`config.mk`:
```
export PLATFORM = sky130hd
export DESIGN_NAME = if_prefetch_queue
export DESIGN_NICKNAME = d
export VERILOG_FILES = /design/src/rtl/if_prefetch_queue.sv
export SDC_FILE = /design/constraint.sdc
export NUM_CORES = 1
export LEC_CHECK = 0
export ABC_AREA = 1
export CORE_MARGIN = 5
export CORE_UTILIZATION = 30
export CTS_CLUSTER_DIAMETER = 100
export DETAILED_ROUTE_END_ITERATION = 8
export GPL_ROUTABILITY_DRIVEN = 0
export PLACE_DENSITY = 0.44
export REMOVE_ABC_BUFFERS = 1
export SLEW_MARGIN = 20
export SYNTH_ARGS = -nofsm -noshare
export SYNTH_HDL_FRONTEND = slang
export SYNTH_SLANG_ARGS = --single-unit
export TNS_END_PERCENT = 10
```
`constraint.sdc`:
```
create_clock -name clk -period 6.17 [get_ports clk]
set_clock_uncertainty 0.15 [all_clocks]
set_input_delay 0.9255 -clock clk [delete_from_list [all_inputs] [get_ports clk]]
set_output_delay 0.9255 -clock clk [all_outputs]
set_load 0.1 [all_outputs]
```
`src/rtl/if_prefetch_queue.sv`:
```
// Instruction-fetch prefetch queue: sequential word fetches into a DEPTH-entry FIFO feeding decode.
// Optional macro IF_BYPASS_EN forwards a returning fetch straight to decode when the queue is empty.
module if_prefetch_queue #(
    parameter int          DEPTH    = 4,
    parameter logic [31:0] RESET_PC = 32'h0000_0000
) (
    input  logic        clk,
    input  logic        reset,
    output logic        imem_req,
    output logic [31:0] imem_addr,
    input  logic        imem_ack,
    input  logic [31:0] imem_data,
    input  logic        redirect,
    input  logic [31:0] redirect_pc,
    input  logic        stall,
    output logic        out_valid,
    output logic [31:0] out_inst,
    output logic [31:0] out_pc
);
    localparam int PW = (DEPTH > 1) ? $clog2(DEPTH) : 1;
    localparam logic [PW:0] FULL_CNT = (PW+1)'(DEPTH);

    typedef enum logic {RUN, DISCARD} state_t;

    state_t        state, state_nxt;
    logic [31:0]   fetch_pc, req_addr;
    logic [PW:0]   count;
    logic [PW-1:0] rd_ptr, wr_ptr;
    logic [31:0]   inst_mem [DEPTH];
    logic [31:0]   pc_mem   [DEPTH];

    logic q_empty, q_full, push, pop, bypass, wr_en, abandon;
    logic [1:0] unused_redirect_lsb;

    assign unused_redirect_lsb = redirect_pc[1:0];

    assign q_empty   = (count == '0);
    assign q_full    = (count == FULL_CNT);
    // Room never shrinks while a request waits, so !q_full alone keeps the request held.
    assign imem_req  = reset && ((state == DISCARD) || !q_full);
    assign imem_addr = (state == DISCARD) ? req_addr : fetch_pc;

    assign push    = (state == RUN) && imem_req && imem_ack && !redirect;
    assign pop     = !q_empty && !stall && !redirect;
    assign abandon = (state == RUN) && imem_req && !imem_ack;

`ifdef IF_BYPASS_EN
    assign bypass = reset && (state == RUN) && q_empty && imem_ack;
`else
    assign bypass = 1'b0;
`endif

    // A bypassed fetch that decode takes this cycle never occupies a slot.
    assign wr_en     = push && !(bypass && !stall);
    assign out_valid = !q_empty || bypass;

    always_comb begin
        out_inst = '0;
        out_pc   = '0;
        if (!q_empty) begin
            out_inst = inst_mem[rd_ptr];
            out_pc   = pc_mem[rd_ptr];
        end else if (bypass) begin
            out_inst = imem_data;
            out_pc   = fetch_pc;
        end
    end

    always_comb begin
        state_nxt = state;
        case (state)
            RUN:     if (redirect && abandon) state_nxt = DISCARD;
            DISCARD: if (!redirect && imem_ack) state_nxt = RUN;
            default: state_nxt = RUN;
        endcase
    end

    always_ff @(negedge clk or negedge reset) begin
        if (!reset) state <= RUN;
        else        state <= state_nxt;
    end

    always_ff @(negedge clk or negedge reset) begin
        if (!reset) begin
            fetch_pc <= {RESET_PC[31:2], 2'b00};
            req_addr <= {RESET_PC[31:2], 2'b00};
            count    <= '0;
            rd_ptr   <= '0;
            wr_ptr   <= '0;
        end else if (redirect) begin
            fetch_pc <= {redirect_pc[31:2], 2'b00};
            count    <= '0;
            rd_ptr   <= '0;
            wr_ptr   <= '0;
            if (abandon) req_addr <= fetch_pc;
        end else begin
            if (push)  fetch_pc <= fetch_pc + 32'd4;
            if (wr_en) wr_ptr   <= wr_ptr + PW'(1);
            if (pop)   rd_ptr   <= rd_ptr + PW'(1);
            case ({wr_en, pop})
                2'b10:   count <= count + (PW+1)'(1);
                2'b01:   count <= count - (PW+1)'(1);
                default: count <= count;
            endcase
        end
    end

    // Queue storage carries data only; validity lives in count.
    always_ff @(negedge clk) begin
        if (wr_en) begin
            inst_mem[wr_ptr] <= imem_data;
            pc_mem[wr_ptr]   <= fetch_pc;
        end
    end

endmodule
```
; Yosys cells after proc, flatten, opt, wreduce, memory -nomap -nowiden
; Memories as Yosys holds them, arrays and structs flattened.
; Cells that the tools add are included.
[totals]
inputBits = 69
ff_bits = 72
memories = 2
ram_bits = 256
[memory_table]
columns = memory, words, width, read_ports, rd_ports_with_merged_regs, write_ports, line_no
row1 = inst_mem, 4, 32, 1, 0, 1, 29  ; logic [31:0] inst_mem [DEPTH];
row2 = pc_mem, 4, 32, 1, 0, 1, 30  ; logic [31:0] pc_mem [DEPTH];
[classes]
bitwise_logic = 1
n_reduce_logical = 20
eq_ne = 3
n_addsub = 5
n_mux = 16
[op_table]
columns = cell, n
row1 = two-way mux 32 bit, 5
row2 = adder 32 x 3 -> 32 bit (second input constant), 1
row3 = logical AND 1 bit, 9
row4 = two-way mux 2 bit, 4
row5 = one-hot mux 3 bit (2 select lines), 1
row6 = zero test 1 bit, 5
row7 = adder 2 x 1 -> 2 bit (second input constant), 2
row8 = two-way mux 1 bit, 4
row9 = nonzero test 2 bit, 2
row10 = adder 3 x 1 -> 3 bit (second input constant), 1
row11 = == test 3 bit (second input constant), 1
row12 = zero test 3 bit, 1
row13 = two-way mux 3 bit, 1
row14 = nonzero test 3 bit, 1
row15 = subtractor 3 x 1 -> 3 bit (second input constant), 1
row16 = == test 2 x 1 -> 1 bit (second input constant), 1
row17 = == test 2 bit (second input constant), 1
row18 = one-hot mux 1 bit (2 select lines), 1
row19 = AND reduction 2 bit, 1
row20 = logical OR 1 bit, 1
row21 = inverter 1 bit, 1

; Depth between registers and ports, before layout
; Gate-level depths: netlist of the first run.
[depth]
ltp_word = 10
mapped_depth = 13

==> run_results.csv, run 1 <==
group,metric,value,unit
layout,final_common_cell,"inv_1",
global_routing,grt_pass1_wl,63.73,mm
floorplan,design.core.area,0.04538,mm²
cts,cts_tree,"built",
yosys,synth_top_cell_area_share,54.02,%
routing,first_pass_iters,5,
sta,final_max_slew_viol_count,0,
critical_path,worstPathCellList,"buf_12, buf_12, buf_8, nor2_2, nor2_1, o21ai_1, a21oi_2, buf_4, buf_12",
yosys,synth_cell_types,34,
floorplan,initial_utilization,30.38,%
yosys,synth.largest_area_cell,"edfxtp_1",
layout,drive_above_1_share,18.19,%
layout,n_antenna_cell,0,
run_status,status,"finished with violations",
global_routing,met2_usage,26.48,%
routing,drc_errors,0,
power,total_power,10.67,mW
power,power_frac_seq,25.0,%
job,maxCapViolations,0,
placed_design,hpwl,26.18,mm
worst_hold_path,holdPathEnd,"req_addr[26]",
global_routing,grt_start_max_net_pins,54,
critical_path,cp_top_family,"buffers and inverters",
placed_design,dp_cells,2104,
yosys,synth_edf_count,248,
layout,final_util,44.38,%
critical_path,startpoint_type,"flip-flop",
routing,drt-total-wl,41.62,mm
critical_path,reg2reg_depth,8,
yosys,async_flop_share,21.52,%
critical_path,worstSetupPathType,"reg -> out",
worst_hold_path,min_path_cells,2,
power,p_leak,8.500,nW
sta,setup_ws,-0.1809,ns
critical_path,reg2reg_from,"fetch_pc[3]",
critical_path,required,5.09,ns
critical_path,critPathArrivalTime,5.28,ns
worst_hold_path,hp-class,"reg -> reg",
global_routing,antenna_found_initial,0,
cts,clock_sinks,316,
critical_path,crit_path_max_fanout,6,
power,swShare,46.05,%
sta,hold_viol_final,0,
yosys,synth_area,0.01379,mm²
worst_hold_path,min_from,"req_addr[26]",
floorplan,ios,167,
global_routing,grt_remaining_overflow,0,
routing,vias_per_cell,4.591,
yosys,ys_seq_area_share,66.36,%
power,power_switching,4.911,mW
critical_path,max_stage_delay,0.45,ns
yosys,synth_area_leaders,"edfxtp_1, dfrtn_1, nor2_1, o21ai_0, nand2_1",
cts,cts.reportedPaths.clkPinSlew,0.05,ns
layout,syn_to_final_growth,46.09,%
floorplan,num_rows,78,
global_routing,top_usage_layer,"met2",
placed_design,place_area,0.01747,mm²
run_status,violations,"setup timing",
floorplan,dieArea,0.05034,mm²
cts,max-clock-path-buffers,3,
critical_path,critical_path_buf_inv_count,5,
power,clock_power_share,26.0,%
routing,vias,11160,
sta,tightest_slew,0.7470,ns
power,p_comb_share,48.9,%
critical_path,critPathSlowestCell,"dfrtn_1",
layout,nFillCells,4460,
cts,root_buffer,"clkbuf_16",
critical_path,r2r_setup_slack,3.99,ns
power,power_density,529.6,mW/mm²
global_routing,met3_usage,4.268,%
layout,final_nets,1879,
sta,timing.slew.headroom,50.20,%
routing,ant_nets,0,
yosys,synth_ff_type,"edfxtp_1",
layout,finalNonFillerCells,2431,
cts,cts-buffers-inserted,38,
sta,setup_viol,56,
critical_path,worst_setup_path_end_kind,"output port",
global_routing,grt_usage,16.32,%
cts,clk_latency,0.55,ns
routing,drt-wirelength-per-cell,17.12,µm
yosys,ys_seq_elements,316,
power,p_int,5.754,mW
yosys,syn_area_per_cell,10.24,µm²
placed_design,io_buffers,160,
placed_design,place_ws,-0.01552,ns
floorplan,die_y,224.4,µm
layout,mostFrequentLayoutCells,"inv_1, nor2_1, edfxtp_1, nand2_1, buf_12",
global_routing,grt_pass1_vias,11340,
routing,drt_iter0_drc,534,
critical_path,reg2reg_to,"fetch_pc[16]",
cts,htreeDepth,2,
floorplan,chipWidth,224.4,µm
critical_path,cp.depth,9,
yosys,ys_warn_count,0,
yosys,synthCells,1346,
power,vdd.ir_drop.worst,0.3302,mV
critical_path,cp_common_cell,"buf_12",
sta,rsz0062_at_grt,"true",
layout,design_area,0.02014,mm²
global_routing,grt_use_met1,20.90,%
==> power groups by stage <==
stage / clock network (mW) / registers [mW] / logic [mW]
floorplan: 0.239 / 2.74 / 2.89
global placement: 0.239 / 2.70 / 4.93
detailed placement: 0.239 / 2.70 / 4.94
CTS: 2.88 / 2.67 / 5.20
global route: 3.12 / 2.69 / 5.45
finish: 2.78 / 2.67 / 5.22
==> cell families after synthesis <==
kind of cell / count (synthesis) / share of synthesized area, %
AOI/OAI and AO/OA: 270 / 9.984
xor gates and xnor gates: 8 / 0.5083
adders and majority gates: 6 / 0.5990
other: 1 / 0.02720
buffers and inverters: 129 / 4.238
DFF: 316 / 66.36
and+or+nand+nor: 616 / 18.28
==> worst max path at each step <==
stage               from           to
6_report       rd_ptr[0]    out_pc[9]
5_1_grt        rd_ptr[0]    out_pc[9]
4_1_cts        rd_ptr[0]    out_pc[9]
3_5_place_dp    redirect     count[2]
3_3_place_gp    redirect     count[2]
2_1_floorplan  rd_ptr[0]  out_inst[0]
==> per-layer routing <==
layer	vias to the layer above	share of wire, %	wire, µm
met5	-	0	0
met4	0	2.2	922
met3	58	4.8	1988
met2	270	48	20160
met1	5339	45	18550
li1	5493	-	-
==> cell usage after synthesis, types with 11 or more instances <==
library cell	number
nand3_1	45
clkbuf_1	34
o21ai_0	187
edfxtp_1	248
a21oi_1	64
dfrtn_1	68
nand2_1	233
nor2_2	11
inv_1	48
nor2_1	306
buf_2	21
==> timing repair <==
item,in CTS,in global routing
pin swaps,10,27
setup buffers,8,0
hold buffers,0,0
gates cloned,3,2
setup endpoints to repair,64,72
resized for setup,106,63
==> cell type report <==
class	instances	area, µm²	share of cell area [%]
Sequential cell	316	9149	45.43
Multi-Input combinational cell	904	4335	21.53
Timing Repair Buffer	241	3533	17.54
Clock inverter	271	1102	5.473
Clock buffer	44	1047	5.200
Tap cell	600	750.7	3.728
Inverter	55	221.5	1.100
==> worst reg2reg max path, delay by kind of cell (launching register included) <==
kind	cells	cell delay [ns]
adders and majority gates	1	0.32
and+or+nand+nor	7	0.97
DFF	1	0.61
==> through the flow <==
| step | hold WS, ns | setup TNS [ns] |
|---|---|---|
| after detailed placement | 0.2834 | -0.01552 |
| after global placement | 0.2769 | -0.005275 |
| after floorplan | 0.2639 | -550.11 |
| after CTS | 0.2849 | -7.513 |
| after global routing | 0.3010 | -10.09 |
| final | 0.2830 | -4.297 |
==> registers in the layout, indices dropped and copies added, names as in the netlist <==
signal and count:
req_addr 30, pc_mem 120, count 3, inst_mem 128, rd_ptr 2, wr_ptr 2
fetch_pc 30, state 1
Power figures use the tool's default switching activity.
==> run 2, diff against run 1 <==
--- a/config.mk
+++ b/config.mk
@@ -6,12 +6,13 @@
 export NUM_CORES = 1
 export LEC_CHECK = 0
 export ABC_AREA = 1
-export CORE_MARGIN = 5
+export CORE_ASPECT_RATIO = 0.6
+export CORE_MARGIN = 2
 export CORE_UTILIZATION = 30
 export CTS_CLUSTER_DIAMETER = 100
 export DETAILED_ROUTE_END_ITERATION = 8
 export GPL_ROUTABILITY_DRIVEN = 0
-export PLACE_DENSITY = 0.44
+export PLACE_DENSITY = 0.46
 export REMOVE_ABC_BUFFERS = 1
 export SLEW_MARGIN = 20
 export SYNTH_ARGS = -nofsm -noshare
==> constraint.sdc (replaced) <==
create_clock -name clk -period 5.6 [get_ports clk]
set_clock_uncertainty 0.15 [all_clocks]
set_input_delay 0.84 -clock clk [delete_from_list [all_inputs] [get_ports clk]]
set_output_delay 0.84 -clock clk [all_outputs]
set_load 0.1 [all_outputs]
==> run_results.csv, run 2 (synthesized netlist as in run 1, its figures left out) <==
group,metric,value,unit
floorplan,ios,167,
cts,cts_tree,"built",
routing,vias_per_cell,4.604,
worst_hold_path,hp-class,"reg -> reg",
routing,drt_iter0_drc,746,
layout,top_register,"inst_mem",
layout,n_antenna_cell,0,
cts,htreeDepth,2,
sta,finalHoldWorstSlack,0.2848,ns
layout,final-seq-area,0.009149,mm²
cts,max-clock-path-buffers,3,
global_routing,grt_start_max_net_pins,63,
cts,hold_buffers,0,
sta,tns,-14.32,ns
sta,setup_viol,62,
critical_path,startpoint,"rd_ptr[0]",
global_routing,grt_pass1_vias,11400,
floorplan,dieArea,0.04774,mm²
placed_design,hpwl,25.52,mm
critical_path,crit_path_max_fanout,8,
routing,drt-wirelength-per-cell,17.29,µm
cts,cts.reportedPaths.clkPinSlew,0.05,ns
power,vdd.ir_drop.worst,0.4726,mV
layout,nFillCells,4265,
layout,drive_above_1_share,18.49,%
floorplan,chipWidth,280.7,µm
routing,ant_nets,0,
sta,hold_viol_final,0,
routing,vias,11230,
global_routing,grt_usage,17.64,%
critical_path,reg2reg_from,"fetch_pc[2]",
cts,clk_latency,0.54,ns
layout,final_nets,1898,
power,p_leak,8.585,nW
layout,syn_to_final_growth,47.04,%
global_routing,grt_pass1_wl,64.15,mm
critical_path,startpoint_type,"flip-flop",
critical_path,reg2reg_depth,11,
layout,top_regs,"inst_mem (128), pc_mem (120)",
sta,timing.slew.headroom,52.26,%
critical_path,worst_setup_path_end_kind,"output port",
critical_path,worstSetupPathType,"reg -> out",
floorplan,initial_utilization,30.61,%
routing,drt-total-wl,42.18,mm
power,power_density,585.2,mW/mm²
global_routing,grt_remaining_overflow,0,
global_routing,antenna_found_initial,0,
sta,setup_ws,-0.3087,ns
sta,final_max_slew_viol_count,0,
routing,first_pass_iters,5,
worst_hold_path,min_from,"req_addr[26]",
run_status,status,"finished with violations",
layout,largest_register_ffs,128,
sta,tightest_slew,0.7161,ns
layout,multi_input_area,0.004272,mm²
sta,rsz0062_at_grt,"true",
routing,drc_errors,0,
critical_path,critPathArrivalTime,4.92,ns
critical_path,required,4.61,ns
layout,mostFrequentLayoutCells,"inv_1, nor2_1, edfxtp_1, nand2_1, buf_12",
floorplan,design.core.area,0.04504,mm²
floorplan,die_y,170.0,µm
cts,root_buffer,"clkbuf_16",
placed_design,place_ws,-0.1843,ns
job,maxCapViolations,0,
placed_design,io_buffers,160,
floorplan,num_rows,60,
power,total_power,11.86,mW
cts,cts-buffers-inserted,36,
run_status,violations,"setup timing",
worst_hold_path,min_path_cells,2,
cts,clock_sinks,316,
-- run 2: timing repair --
action,CTS,global route
setup endpoints to repair,80,85
pin swaps,22,22
gates resized for setup,103,46
buffers inserted,3,5
cloned,4,2
-- run 2: worst paths after layout --
kind                                end  slack (ns)
setup / recovery            out_inst[8]       -0.31
min in group asynchronous  fetch_pc[31]        2.92
setup reg to reg           fetch_pc[26]        3.22
max in group asynchronous   fetch_pc[3]        1.66
hold / removal             req_addr[26]        0.28
hold reg to reg            req_addr[26]        0.28
-- run 2: metrics by stage --
step / std cells / util (%) / instance area, µm²
after global placement: 2115 / 39.21 / 17660
after floorplan: 1276 / - / 13430
after CTS: 2434 / 44.84 / 20200
after global routing: 2439 / 45.00 / 20270
final: 2439 / 45.00 / 20270
after detailed placement: 2115 / 39.21 / 17660
-- run 2: critical path, stage by stage (launching register included) --
cell and delay, ns:
dfrtn_1 0.43, buf_12 0.17, buf_16 0.16, buf_8 0.13, nor2_1 0.05, nor2_1 0.07, o21ai_0 0.10, a21oi_1 0.26
buf_12 0.21
-- run 2: layout make-up --
| class | instances | share of cell area [%] |
|---|---|---|
| flip-flops and latches | 316 | 45.13 |
| multi-input cells | 904 | 21.07 |
| repair buffers | 262 | 18.34 |
| clock inverters | 269 | 5.531 |
| clock buffers | 44 | 5.222 |
| well taps | 589 | 3.636 |
| inverters | 55 | 1.068 |
-- run 2: per-layer routing --
layer,track usage (%),share of wire (%),up-vias
met5,0,0,-
met4,5.510,1.2,0
met3,4.736,5.5,41
met2,27.93,47,281
met1,23.59,47,5381
li1,-,-,5527
-- run 2: power breakdown --
group	internal [mW]	switching [mW]
Sequential	2.79	0.146
Combinational	1.96	3.85
Clock	1.72	1.40
==> run 3, diff against run 2 <==
--- a/config.mk
+++ b/config.mk
@@ -12,7 +12,7 @@
 export CTS_CLUSTER_DIAMETER = 100
 export DETAILED_ROUTE_END_ITERATION = 8
 export GPL_ROUTABILITY_DRIVEN = 0
-export PLACE_DENSITY = 0.46
+export PLACE_DENSITY = 0.44
 export REMOVE_ABC_BUFFERS = 1
 export SLEW_MARGIN = 20
 export SYNTH_ARGS = -nofsm -noshare
==> constraint.sdc (replaced) <==
create_clock -name clk -period 6.86 [get_ports clk]
set_clock_uncertainty 0.15 [all_clocks]
set_input_delay 1.372 -clock clk [delete_from_list [all_inputs] [get_ports clk]]
set_output_delay 1.372 -clock clk [all_outputs]
set_load 0.1 [all_outputs]
==> run_results.csv, run 3 (synthesized netlist as in run 1, its figures left out) <==
group,metric,value,unit
run_status,status,"finished with violations",
run_status,violations,"setup timing",
layout,top_register,"inst_mem",
global_routing,grt_start_max_net_pins,63,
worst_hold_path,min_path_cells,2,
floorplan,die_y,170.0,µm
critical_path,cp_common_cell,"buf_12",
cts,cts-buffers-inserted,35,
critical_path,r2r_setup_slack,4.47,ns
layout,final_common_cell,"inv_1",
layout,mostFrequentLayoutCells,"inv_1, nor2_1, edfxtp_1, nand2_1, o21ai_0",
placed_design,hpwl,26.48,mm
power,clock_power_share,25.3,%
worst_hold_path,hp-class,"reg -> reg",
critical_path,startpoint_type,"flip-flop",
routing,drt_iter0_drc,502,
cts,cts_tree,"built",
global_routing,grt_remaining_overflow,0,
power,p_comb_share,49.8,%
power,p_leak,8.586,nW
critical_path,reg2reg_to,"fetch_pc[16]",
layout,largest_register_ffs,128,
routing,drt-wirelength-per-cell,17.75,µm
cts,clock_sinks,316,
routing,ant_nets,0,
floorplan,initial_utilization,30.61,%
critical_path,crit_path_max_fanout,46,
floorplan,design.core.area,0.04504,mm²
cts,cts.reportedPaths.clkPinSlew,0.05,ns
layout,finalNonFillerCells,2435,
global_routing,grt_usage,17.66,%
placed_design,place_ws,-0.08364,ns
sta,rsz0062_at_grt,"true",
floorplan,num_rows,60,
placed_design,place_area,0.01769,mm²
global_routing,grt_pass1_wl,63.96,mm
power,p_int,5.198,mW
sta,final_max_slew_viol_count,0,
floorplan,ios,167,
cts,root_buffer,"clkbuf_16",
floorplan,chipWidth,280.7,µm
routing,vias_per_cell,4.650,
routing,drc_errors,0,
critical_path,critPathArrivalTime,5.56,ns
power,vdd.ir_drop.worst,0.3338,mV
layout,top_regs,"inst_mem (128), pc_mem (120)",
sta,tightest_slew,0.6575,ns
routing,drt-total-wl,43.21,mm
critical_path,reg2reg_from,"fetch_pc[2]",
critical_path,worst_setup_path_end_kind,"output port",
critical_path,max_stage_delay,0.43,ns
layout,n_antenna_cell,0,
critical_path,worstPathCellList,"buf_12, clkinv_4, buf_12, o21ai_0, a21oi_1, buf_4, buf_12",
power,power_frac_seq,24.8,%
power,total_power,9.646,mW
critical_path,startpoint,"rd_ptr[0]",
placed_design,dp_cells,2112,
sta,setup_viol,62,
critical_path,cp-endpoint,"out_pc[23]",
routing,first_pass_iters,5,
layout,syn_to_final_growth,47.59,%
sta,timing.slew.headroom,56.17,%
global_routing,grt_pass1_vias,11450,
placed_design,io_buffers,160,
power,power_density,474.1,mW/mm²
layout,drive_above_1_share,18.85,%
layout,design_area,0.02035,mm²
power,power_switching,4.448,mW
job,maxCapViolations,0,
routing,vias,11320,
global_routing,antenna_found_initial,0,
cts,htreeDepth,2,
sta,tns,-10.25,ns
critical_path,worstSetupPathType,"reg -> out",
floorplan,dieArea,0.04774,mm²
cts,clk_latency,0.54,ns
cts,hold_buffers,0,
critical_path,required,5.34,ns
critical_path,reg2reg_depth,9,
power,swShare,46.11,%
sta,hold_viol_final,0,
sta,setup_ws,-0.2198,ns
layout,final_nets,1897,
cts,max-clock-path-buffers,3,
critical_path,critPathSlowestCell,"dfrtn_1",
[run 3: changes by cell type in the layout (fill, tap and decap cells not counted), moves of 4 or more]
cell     change
inv_1        +4
buf_4        -8
o21ai_0      +9
a21oi_1     -16
a21oi_2     +16
buf_12       +5
o21ai_1      -6
inv_2        -6
[run 3: worst min path at each step]
stage	from	to	slack, ns
after floorplan	req_addr[10]	req_addr[10]	0.26
after global placement	req_addr[28]	req_addr[28]	0.28
after detailed placement	req_addr[13]	req_addr[13]	0.29
after CTS	req_addr[13]	req_addr[13]	0.29
after global routing	req_addr[26]	req_addr[26]	0.31
final	req_addr[13]	req_addr[13]	0.28
[run 3: worst max-delay path: cells and delay by family, from the launching register on]
kind	cells	cell delay, ns
AOI/OAI and AO/OA	2	0.28
buffers and inverters	5	0.85
DFF	1	0.43
[run 3: layer usage]
| layer | track usage, % | part of all wire [%] | vias to the layer above | wire (µm) |
|---|---|---|---|---|
| met1 | 24.12 | 49 | 5531 | 21080 |
| met4 | 5.324 | 1.0 | 0 | 446 |
| met3 | 5.258 | 4.8 | 32 | 2091 |
| li1 | - | - | 5528 | - |
| met2 | 27.04 | 45 | 232 | 19600 |
| met5 | 0 | 0 | - | 0 |
[run 3: what timing repair did]
action | CTS | global route
buffers inserted | 1 | 5
gates cloned | 1 | 8
endpoints found under the setup margin | 68 | 74
pin swaps | 10 | 27
resized for setup | 41 | 104
[run 3: power by group through the flow]
stage | Combinational [mW] | Clock [mW] | Sequential (mW)
floorplan | 2.60 | 0.215 | 2.46
global placement | 4.55 | 0.215 | 2.41
detailed placement | 4.55 | 0.215 | 2.42
CTS | 4.66 | 2.54 | 2.40
global route | 5.02 | 2.74 | 2.41
finish | 4.81 | 2.44 | 2.39
[run 3: metrics by stage]
stage          util, %  hold WS, ns
3_3_place_gp     39.27       0.2777
4_1_cts          44.24       0.2867
2_1_floorplan        -       0.2639
3_5_place_dp     39.27       0.2852
5_1_grt          45.17       0.3089
6_report         45.17       0.2820
[run 3: cell type report]
cell class	count	area, µm²
inverter	55	221.5
tap	589	737.0
clock inverter	272	1167
multi-input combinational	904	4318
clock buffer	37	893.4
timing repair buffer	262	3860
sequential	316	9149
fill	4321	24700
==> variant 1: new RTL, flow settings as in run 2 <==
Make the reset (`reset`) synchronous in 2 clocked blocks.
--- a/src/rtl/if_prefetch_queue.sv
+++ b/src/rtl/if_prefetch_queue.sv
@@ -77,3 +77,3 @@
 
-    always_ff @(negedge clk or negedge reset) begin
+    always_ff @(negedge clk) begin
         if (!reset) state <= RUN;
@@ -82,3 +82,3 @@
 
-    always_ff @(negedge clk or negedge reset) begin
+    always_ff @(negedge clk) begin
         if (!reset) begin
Function: differs if reset is asserted again (counterexample within 4 cycles, from zero or initial values and one cycle with reset low); with reset held inactive, the same outputs for 4 cycles.
==> variant 1 against run 2 <==
The flow still finishes with violations (negative setup slack). Synthesized cell count rose by 1.7%. Sequential cell count up 2. Worst setup slack better by 110 ps. Routed wire length is 1.2% lower. Die area increased by 0.23%. Worst hold slack better by 12 ps. Synthesized area increased by 0.24%. Final area is 1.9% higher.
Power is not compared: it rests on default switching activity, and its combinational part moved more than twofold at a synthesized area within 25%.
==> variant 1: results (changes against run 2) <==
stage	metric	value	unit	change
hold_path	min_to	req_addr[4]		
worst_setup_path	r2r_start	count[0]		
run_status	violations	negative setup slack		
worst_setup_path	crit_slowest_cell	dfxtp_4		
timing	setup_ws	-196	ps	+113 ps
layout	nets	1988		+4.7%
worst_setup_path	critPathArrivalTime	4810	ps	-110 ps
layout	drive_above_1_share	0.222		+0.0372
hold_path	min-delay-start	req_addr[4]		
placement	hpwl	25400	um	-0.56%
worst_setup_path	worstReg2RegEnd	count[2]		
worst_setup_path	crit_fanout	24		+16
worst_setup_path	reg2reg_depth	12		+1
timing	hold_slack	297	ps	+12.4 ps
logic_synthesis	ys_async_sr_fraction	0		-0.215
logic_synthesis	ys_top_cells_by_count	nor2_1, edfxtp_1, o21ai_0		
logic_synthesis	ys_seq_area_frac	0.640		-0.0233
timing	timing.setup.tns	-9600	ps	+4720 ps
routing	drt_iter0_drc	582		-22%
grt	grt_usage	0.174		-0.00252
grt	grt_pass1_vias	11800		+3.1%
run_status	status	complete, but fails checks		
timing	finalSetupViolations	62		unchanged
clock_tree	clkLatencyLatePin	590	ps	+50 ps
placement	dpl-instance-area	0.0178	sq mm	+0.50%
routing	finalWirelength	41700	um	-1.2%
worst_setup_path	max_stage_delay	350	ps	-80 ps
clock_tree	cts_buffers	35		-2.8%
## variant 1: changes by cell type after synthesis, sizes merged, moves of 5 or more
cell	run 2	this run
a21oi	64	124
a31oi	0	5
buf	36	31
clkbuf	37	48
dfrtn	68	0
dfxtp	0	70
inv	55	69
nand2	241	156
nand3	48	27
nor2	320	373
o211ai	9	3
o21ai	196	187
## variant 1: cell families after synthesis
logic type | after synthesis | synth area share
and+or+nand+nor | 564 | 0.173
AOI/OAI and AO/OA | 321 | 0.125
DFF | 318 | 0.640
buffers and inverters | 148 | 0.0480
xor gates and xnor gates | 10 | 0.00634
adders and majority gates | 7 | 0.00688
other | 1 | 0.000271
## variant 1: final cells by class
class | instances | area, sq um
Multi-Input combinational cell | 906 | 4600
Sequential cell | 318 | 8860
Timing Repair Buffer | 265 | 3890
Clock inverter | 340 | 1370
Clock buffer | 35 | 876
Fill cell | 4331 | 24500
Antenna cell | 1 | 2.50
Tap cell | 620 | 776
Inverter | 68 | 278
## variant 1: routing by layer
layer,vias up,share of wire,global-route usage
li1,5738,-,-
met1,5489,0.48,0.227
met2,290,0.45,0.263
met3,42,0.054,0.0588
met4,0,0.016,0.0749
met5,-,0,0
## variant 1: what timing repair did
action,4_1_cts,5_1_grt
setup endpoints to repair,82,88
hold endpoints to repair,0,0
buffers inserted,9,0
pin swaps,34,34
gates cloned,4,4
gates resized for setup,128,65
## variant 1: per-stage QoR
stage               utilization  setup WS (ps)  std cells
floorplan                     -          -2710       1293
global placement          0.393           -244       2162
detailed placement        0.393           -159       2162
CTS                       0.453           -232       2548
global route              0.458           -292       2552
finish                    0.458           -196       2553
## variant 1: where the power goes
group	switching (W)	internal [W]	leakage, nW
logic	0.000473	0.000246	3.42
registers	0.0000206	0.00261	2.84
clock network	0.00150	0.00153	2.22
==> variant 2: new RTL, flow settings as in run 2 <==
Without the edit above. `DEPTH`: 4 -> 2.
--- a/src/rtl/if_prefetch_queue.sv
+++ b/src/rtl/if_prefetch_queue.sv
@@ -3,3 +3,3 @@
 module if_prefetch_queue #(
-    parameter int          DEPTH    = 4,
+    parameter int          DEPTH    = 2,
     parameter logic [31:0] RESET_PC = 32'h0000_0000
Function: changed (Yosys sat finds a counterexample within 4 cycles, from zero or initial values and one cycle with reset low).
==> variant 2 against run 2 <==
Final area is 36% lower. Worst setup slack better by 330 ps. Sequential share of layout area is 4.0 points lower. Final cell count is 35% lower. Synthesized area is 38% lower. Total power is 35% lower. Sequential cell count is 127 lower. Via count is 35% lower. Routed wire length is 39% lower. Global-route usage is 0.095 points lower. Clock power is 50% lower. Critical endpoint is now out_pc[7]. Largest cell class unchanged.
==> variant 2: results (changes against run 2) <==
stage	metric	value	unit	change
run_status	status	finished, final reports clean		
power_and_ir_drop	power_leakage	5.52	nW	-36%
worst_setup_path	crit_fanout	42		+34
routing	first_pass_iters	7		+2
timing	hold_slack	281	ps	-3.76 ps
clock_tree	clockBufferDepth	2		-1
grt	grt_pass1_wl	39200	um	-39%
clock_tree	cts_buffers	17		-53%
logic_synthesis	ys_ff_latch	189		-40%
grt	grtUsageMet2	0.237		-0.0421
logic_synthesis	yosys.area_share.xor_xnor	0.00723		+0.00215
worst_setup_path	reg2reg_depth	7		-4
clock_tree	cts.repair.resized	14		-86%
routing	drt_iter0_drc	606		-19%
layout	reg.largest.list	inst_mem (64), pc_mem (60)		
worst_setup_path	max_stage_delay	500	ps	+70 ps
worst_setup_path	startpoint	rd_ptr		
layout	bufAreaShareNonClock	0.226		+0.0424
routing	met3_length	1840	um	-20%
layout	n_fill_cell	2656		-38%
layout	clockNetworkAreaShare	0.0808		-0.0267
grt	busiest_layer	met1		
grt	grt_usage	0.175		-0.000949
hold_path	min_to	req_addr[29]		
routing	route.met2.wl	10700	um	-45%
worst_setup_path	critPathTopFamily	flip-flops		
routing	finalWirelength	25700	um	-39%
power_and_ir_drop	irDropWorstVdd	0.400	mV	-15%
layout	comb.multi_input.count	629		-30%
worst_setup_path	crit_path_end	out_pc[7]		
grt	use_met1	0.254		+0.0180
worst_setup_path	critPathArrivalTime	4590	ps	-330 ps
grt	use_met3	0.0596		+0.0122
layout	multi_input_area	0.00301	sq mm	-30%
grt	grt_max_degree	67		+6.3%
layout	buffers	190		-27%
layout	seq_area_frac	0.411		-0.0400
logic_synthesis	synth.distinct_cells	29		-15%
logic_synthesis	ys_seq_area_frac	0.631		-0.0328
clock_tree	cts_max_level	4		+2
placement	hpwl	17700	um	-31%
clock_tree	clkLatencyLatePin	420	ps	-120 ps
layout	n_all_inverters	53		-3.6%
timing	tightest_slew	525	ps	-191 ps
logic_synthesis	ys_top_cells_by_count	nand2_1, edfxtp_1, dfrtn_1		
grt	grt_pass1_vias	6912		-39%
worst_setup_path	worstReg2RegEnd	fetch_pc[16]		
logic_synthesis	synth_compound_area_frac	0.0913		-0.00851
layout	stdcell_count	1583		-35%
routing	num_vias	7355		-35%
logic_synthesis	synth_enable_flop_cells	124		-50%
logic_synthesis	ys_async_sr_fraction	0.344		+0.129
worst_setup_path	r2r_start	fetch_pc[3]		
layout	nets	1274		-33%
[variant 2: cell types whose count changed in the layout (fill, tap and decap cells not counted), moves of 7 or more]
cell	delta
nor2_1	-239
edfxtp_1	-124
inv_1	-123
nand2_1	+112
o21ai_1	-57
o21ai_0	-56
buf_4	-54
clkbuf_16	-25
a21oi_1	-24
a21oi_2	+17
nor2_2	-14
o21ai_2	-7
[variant 2: report_power, final]
group          switching [W]  internal [W]  leakage [nW]
Combinational        0.00295       0.00138          2.64
Sequential          0.000146       0.00172          1.93
Clock               0.000757      0.000802         0.946
[variant 2: per-stage QoR]
stage | cell area, sq um | setup slack, ps
floorplan | 8290 | -1580
global placement | 11700 | 136
detailed placement | 11700 | 129
CTS | 12800 | -30.4
global route | 13000 | -76.8
finish | 13000 | 21.1
